[src/rtl/uart_tx.sv]
// uart_tx: byte UART transmitter with one-entry holding register.
// Frame: start, 8 data LSB first, optional parity, 1 or 2 stop bits.
//
// Ports:
//   clk       in  1  clock
//   rst       in  1  asynchronous active-low reset
//   tx_data   in  8  byte to send, sampled on handshake
//   tx_valid  in  1  producer has a byte
//   tx_ready  out 1  holding register empty
//   tx        out 1  serial line, idle high, registered
//   tx_busy   out 1  frame in progress (aligned with tx)
//   tx_done   out 1  pulse in last cycle of the final stop bit

module uart_tx #(
  parameter int unsigned CLKS_PER_BIT = 434,
  parameter bit          PARITY_EN    = 1'b0,
  parameter bit          PARITY_ODD   = 1'b0,
  parameter int unsigned STOP_BITS    = 1
) (
  input  logic       clk,
  input  logic       rst,
  input  logic [7:0] tx_data,
  input  logic       tx_valid,
  output logic       tx_ready,
  output logic       tx,
  output logic       tx_busy,
  output logic       tx_done
);

  localparam int unsigned CNT_W =
    (CLKS_PER_BIT > 1) ? $clog2(CLKS_PER_BIT) : 1;
  localparam logic [CNT_W-1:0] CNT_MAX =
    CNT_W'(CLKS_PER_BIT - 1);

  typedef enum logic [2:0] {
    S_IDLE,
    S_START,
    S_DATA,
    S_PARITY,
    S_STOP
  } state_e;

  state_e           state_q, state_d;
  logic [7:0]       shift_q, shift_d;
  logic [2:0]       idx_q, idx_d;
  logic [CNT_W-1:0] cnt_q, cnt_d;
  logic             stop_q, stop_d;
  logic             par_q, par_d;
  logic [7:0]       hold_q, hold_d;
  logic             full_q, full_d;
  logic             tx_q, tx_d;
  logic             busy_q, busy_d;
  logic             done_q, done_d;

  logic hs;
  logic cnt_last;
  logic frame_end;
  logic stop_more;

  assign hs        = tx_valid && !full_q;
  assign cnt_last  = (cnt_q == CNT_MAX);
  assign stop_more = (STOP_BITS == 2) && !stop_q;

  always_comb begin
    state_d   = state_q;
    shift_d   = shift_q;
    idx_d     = idx_q;
    cnt_d     = cnt_last ? '0 : cnt_q + CNT_W'(1);
    stop_d    = stop_q;
    par_d     = par_q;
    hold_d    = hold_q;
    full_d    = full_q;
    frame_end = 1'b0;

    unique case (state_q)
      S_IDLE: begin
        cnt_d = '0;
        if (hs) begin
          shift_d = tx_data;
          par_d   = 1'b0;
          idx_d   = 3'd0;
          stop_d  = 1'b0;
          state_d = S_START;
        end
      end
      S_START: begin
        if (cnt_last) begin
          idx_d   = 3'd0;
          state_d = S_DATA;
        end
      end
      S_DATA: begin
        if (cnt_last) begin
          shift_d = {1'b0, shift_q[7:1]};
          par_d   = par_q ^ shift_q[0];
          idx_d   = idx_q + 3'd1;
          if (idx_q == 3'd7) begin
            stop_d  = 1'b0;
            state_d = PARITY_EN ? S_PARITY : S_STOP;
          end
        end
      end
      S_PARITY: begin
        if (cnt_last) begin
          stop_d  = 1'b0;
          state_d = S_STOP;
        end
      end
      S_STOP: begin
        if (cnt_last) begin
          if (stop_more) begin
            stop_d = 1'b1;
          end else begin
            frame_end = 1'b1;
          end
        end
      end
      default: begin
        state_d = S_IDLE;
      end
    endcase

    // Chain the next frame straight from the stop bit:
    // a held byte has priority, else a byte offered right now.
    if (frame_end) begin
      par_d  = 1'b0;
      idx_d  = 3'd0;
      stop_d = 1'b0;
      if (full_q) begin
        shift_d = hold_q;
        full_d  = 1'b0;
        state_d = S_START;
      end else if (hs) begin
        shift_d = tx_data;
        state_d = S_START;
      end else begin
        state_d = S_IDLE;
      end
    end else if (hs && state_q != S_IDLE) begin
      hold_d = tx_data;
      full_d = 1'b1;
    end
  end

  // Line level follows the current state; registering it
  // delays tx, busy and done together by one cycle.
  always_comb begin
    tx_d = 1'b1;
    unique case (state_q)
      S_IDLE:   tx_d = 1'b1;
      S_START:  tx_d = 1'b0;
      S_DATA:   tx_d = shift_q[0];
      S_PARITY: tx_d = par_q ^ PARITY_ODD;
      S_STOP:   tx_d = 1'b1;
      default:  tx_d = 1'b1;
    endcase
    busy_d = (state_q != S_IDLE);
    done_d = frame_end;
  end

  always_ff @(posedge clk or negedge rst) begin
    if (!rst) begin
      state_q <= S_IDLE;
      shift_q <= '0;
      idx_q   <= '0;
      cnt_q   <= '0;
      stop_q  <= 1'b0;
      par_q   <= 1'b0;
      hold_q  <= '0;
      full_q  <= 1'b0;
      tx_q    <= 1'b1;
      busy_q  <= 1'b0;
      done_q  <= 1'b0;
    end else begin
      state_q <= state_d;
      shift_q <= shift_d;
      idx_q   <= idx_d;
      cnt_q   <= cnt_d;
      stop_q  <= stop_d;
      par_q   <= par_d;
      hold_q  <= hold_d;
      full_q  <= full_d;
      tx_q    <= tx_d;
      busy_q  <= busy_d;
      done_q  <= done_d;
    end
  end

  assign tx_ready = !full_q;
  assign tx       = tx_q;
  assign tx_busy  = busy_q;
  assign tx_done  = done_q;

endmodule

[config.mk]
export PLATFORM = sky130hd
export DESIGN_NAME = uart_tx
export DESIGN_NICKNAME = d
export VERILOG_FILES = /design/src/rtl/uart_tx.sv
export SDC_FILE = /design/constraint.sdc
export NUM_CORES = 1
export LEC_CHECK = 0
export CAP_MARGIN = 20
export CORE_MARGIN = 8
export CORE_UTILIZATION = 42
export CTS_BUF_LIST = sky130_fd_sc_hd__clkbuf_4 sky130_fd_sc_hd__clkbuf_8
export CTS_CLUSTER_DIAMETER = 100
export DETAILED_ROUTE_END_ITERATION = 8
export HOLD_SLACK_MARGIN = 0.12
export PLACE_DENSITY_LB_ADDON = 0.15
export SYNTH_ARGS = -nofsm -noshare
export SYNTH_HDL_FRONTEND = slang
export SYNTH_SLANG_ARGS = --single-unit
[constraint.sdc]
create_clock -name clk -period 4.5 [get_ports clk]
set_clock_uncertainty 0.15 [all_clocks]
set_input_delay 1.35 -clock clk [delete_from_list [all_inputs] [get_ports clk]]
set_output_delay 1.35 -clock clk [all_outputs]
set_load 0.02 [all_outputs]
Word-level counts from Yosys, hierarchy flattened
Index checks and enable logic that the tools add are counted.

word-level totals
  flip-flop bits (word level) = 36
  input bits = 11

cells by class
  $add $sub $neg = 2
  equality and inequality tests = 12
  muxes and demuxes = 31
  bitwise logic cells = 2
  reductions and logical operators = 12

operators with widths
  operator               count
  $mux W8                5
  $mux W3                10
  $mux W9                2
  $pmux W8 S2            1
  $ne A3 B3 Y1 const B   5
  $pmux W3 S5            1
  $add A9 B1 Y9 const B  1
  $eq A9 B9 Y1 const B   1
  $mux W1                9
  $pmux W3 S3            1
  $eq A3 B2 Y1 const B   2
  $eq A3 B3 Y1 const B   2
  $reduce_and A6 Y1      1
  $reduce_bool A3 Y1     2
  $reduce_and A4 Y1      1
  $reduce_bool A4 Y1     1
  $add A3 B1 Y3 const B  1
  $eq A3 B1 Y1 const B   1
  $logic_not A3 Y1       1
  $pmux W1 S3            1
  $reduce_and A3 Y1      1
  $logic_and A1 B1 Y1    2
  $ne A2 B2 Y1 const B   1
  $pmux W1 S2            1
  5 further kinds        5

Depth between registers and ports, before layout
  word-level depth = 7
  mapped depth = 7
  depth with buffers taken out = 7

Least setup slack after synthesis
No wires, ideal clock.

  kind = input port to flip-flop
  start = input port tx_valid
  end = register shift_q[7]
  arrival = 2.123 ns
  path slack = 2.090 ns
  cell stages on the path = 5
  cells stage by stage = nor2b_1 -> buf_4 -> buf_2 -> mux2i_1 -> o221ai_1

on the way
  longest elaborated chain between the ends = 6

RTL lines
  what                     line  text
  from (decl)              23    input logic tx_valid,
  $logic_and A1 B1 Y1 (*)  60    assign hs = tx_valid && !full_q;
  $mux W8                  78    if (hs) begin
  $pmux W8 S2              75    unique case (state_q)
  $mux W8                  133   end else if (hs) begin
  $mux W8                  129   if (full_q) begin
  $mux W8 (*)              125   if (frame_end) begin
  net shift_d[7]           44    logic [7:0] shift_q, shift_d;
  to (signal assigned)     176   shift_q <= shift_d;
  to (decl)                44

The timed path passes the listed nets; every way through them passes the cells marked *.
A chain may end at the register's enable or synchronous reset.

Final worst setup path
  start = register full_q
  end = output port tx_ready

on the way
  longest elaborated chain between the ends = 1

RTL lines
  what                    line  text
  from (decl)             50    logic full_q, full_d;
  from (signal assigned)  182   full_q <= full_d;
  $logic_not A1 Y1        189   assign tx_ready = !full_q;
  to (decl)               24    output logic tx_ready,

No other way between the ends.

==> results.yml <==
outcome:
  outcome: "finished clean"
sta:
  relSlewSlack_pct: 52.78
  fin_crit_sh_pct: 68.71
  slew_viol_final: 0
  tns_ns: 0
  rsz0062_at_grt: "no"
  period_needed_ns: 3.092
  layout_setup_ws_ns: 1.408
  hold_violations: 0
  setup_viol: 0
  worstMarginPinSlew_ns: 0.7084
  fmax_ghz: 0.3234
cells_and_area:
  design_area_um2: 2240
  fin_nets: 206
  area_delta_synth_final_pct: 13.72
  diodes: 0
  nFillCells: 434
  drive_gt1_share_pct: 17.71
synthesis:
  synth.net_count: 192
  syn_inst: 177
  synth_top_area_share_pct: 44.47
  synth_area_um2: 1969
  synth_cell_type_count: 49
  synthArstFlopShare_pct: 100.0
  synth-seq-cells: 36
  synth_edf_count: 0
  yosysTopAreaCell: "dfrtp_1"
  ys.warnings.count: 0
  seq_area_frac_synth_pct: 45.81
  syn_avg_cell_area_um2: 11.13
  synthTopCellsByArea: "dfrtp_1, mux2i_1, mux2_2, a22oi_1, nor2_1"
  ys.flop_type: "dfrtp_1"
floorplanning:
  die_y_um: 84.48
  coreArea_um2: 4629
  die_x_um: 84.48
  io_pins: 15
  die_area_um2: 7136
  start_util_pct: 42.54
  rows: 25
clocking:
  cts-resized-gates: 0
  clock_sinks: 36
  cts_setup_buffers: 0
  clk_pin_slew_ns: 0.07
  cts_htree_levels: 2
  insertion_delay_ns: 0.29
  max-clock-path-buffers: 2
  root_buffer: "clkbuf_8"
  hold_buffers: 0
  cts-buffers-inserted: 5
  cts_tree: "done"
setup_path:
  required_ns: 3.00
  crit_type: "register to primary output"
  worstPathArrival_ns: 1.59
  cp-start-kind: "register"
  cp-end-kind: "primary output"
  crit_fanout: 13
power:
  ir_worst_vdd_uv: 198.8
  p_leak_nw: 0.9277
  power-per-cell-area_nw_per_um2: 387.0
  total_power_uw: 866.8
global_route:
  grt_max_degree: 37
  antenna_found_initial: 0
  grt_first_pass_wirelength_um: 6927
  grt_pass1_vias: 1411
  grt_usage_pct: 12.12
  grt_overflow: 0
routing:
  dr.pass1.iters: 4
  drt-initial-drc-count: 87
  wire_per_inst_um: 16.40
  routed_wl_um: 4035
  drc_errors: 0
  antenna_left: 0
  viasPerCell: 5.797
  vias: 1426
placement:
  post-dp-hpwl_um: 2685
  gp_congestion: 0.8167
  place_area_um2: 2128
  dp_slack_ns: 1.401
  io_buffer_count: 14
min_path:
  hp-class: "register to register"
flow_run:
  maxCapViolations: 0
## area by class of cell
class | count | area, um2 | share of cell area, %
Clock buffer | 8 | 103.9 | 4.637
Multi-Input combinational cell | 127 | 988.4 | 44.13
Inverter | 4 | 15.01 | 0.6704
Tap cell | 54 | 67.56 | 3.017
Timing Repair Buffer | 17 | 162.7 | 7.263
Sequential cell | 36 | 902.1 | 40.28
## metrics by stage
stage | cells | utilization [%] | hold WS, ns
after floorplan | 177 | - | 0.3007
after global placement | 237 | 45.97 | 0.3238
after detailed placement | 237 | 45.97 | 0.3341
after CTS | 245 | 48.22 | 0.3436
after global routing | 246 | 48.38 | 0.3728
final | 246 | 48.38 | 0.3524
## synth_stat cells (2+ instances only)
cell type and instances:
nand2b_1 2, nand4_1 9, xnor2_1 5, o21ai_0 2, a22oi_1 10, nand2_1 7
o211ai_1 8, inv_1 4, a21oi_1 3, a22o_1 2, mux2_2 7, nand3_1 5
a2bb2oi_1 7, mux2i_1 8, xor2_1 2, buf_2 6, nor2_2 2, buf_4 3
ha_1 4, a31oi_1 2, nor2_1 17, dfrtp_1 35
## power breakdown
group | internal [mW] | leakage, nW | switching [mW]
sequential | 0.385 | 0.464 | 0.0572
combinational | 0.0969 | 0.409 | 0.0697
clock | 0.146 | 0.0549 | 0.113
## sequential cells by signal, summed over array words and instances, names as in the netlist
signal / count
full_q: 1
tx_done: 1
hold_q: 8
idx_q: 3
tx: 1
cnt_q: 9
tx_busy: 1
par_q: 1
state_q: 3
shift_q: 8
## critical path, stage by stage (launching register included)
cell and delay [ns]:
dfrtp_1 0.55, inv_1 0.15, clkdlybuf4s50_1 0.62
## routing by layer
| layer | track usage [%] | part of all wire, % |
|---|---|---|
| met4 | 5.340 | 1.4 |
| met1 | 15.68 | 48 |
| met5 | 0 | 0 |
| met3 | 3.220 | 3.3 |
| met2 | 18.48 | 47 |
## final timing paths
kind	start	to	slack (ns)	cells after the start
worst max-delay path	full_q	tx_ready	1.41	2
worst max register to register	state_q[0]	cnt_q[8]	2.53	3
worst min register to register	idx_q[1]	idx_q[1]	0.35	1
worst min-delay path	idx_q[1]	idx_q[1]	0.35	1
max in group asynchronous	rst	tx	2.52	2
min in group asynchronous	rst	state_q[1]	1.33	2
## layout by cell type (no fill, tap or decap), drive strengths merged, types with 8 or more instances in the layout
cell type,synthesis,final
nor2,19,19
mux2i,8,8
mux2,9,9
clkbuf,0,8
nand2,8,8
a22oi,10,10
clkdlybuf4s50,0,14
dfrtp,35,35
nand4,9,9
o211ai,8,8
## logic make-up (layout without fill, tap and decap cells)
logic type / Yosys count / count (layout) / share of synthesized area, %
XOR/XNOR: 7 / 7 / 3.113
multiplexers: 17 / 17 / 9.403
AND/OR/NAND/NOR: 57 / 57 / 18.23
buffers and inverters: 14 / 29 / 4.002
adder cells (fa/ha/maj): 4 / 4 / 2.541
AO/OA/AOI/OAI: 42 / 42 / 16.90
flip-flops: 36 / 36 / 45.81
(Power assumes the default switching activity.)
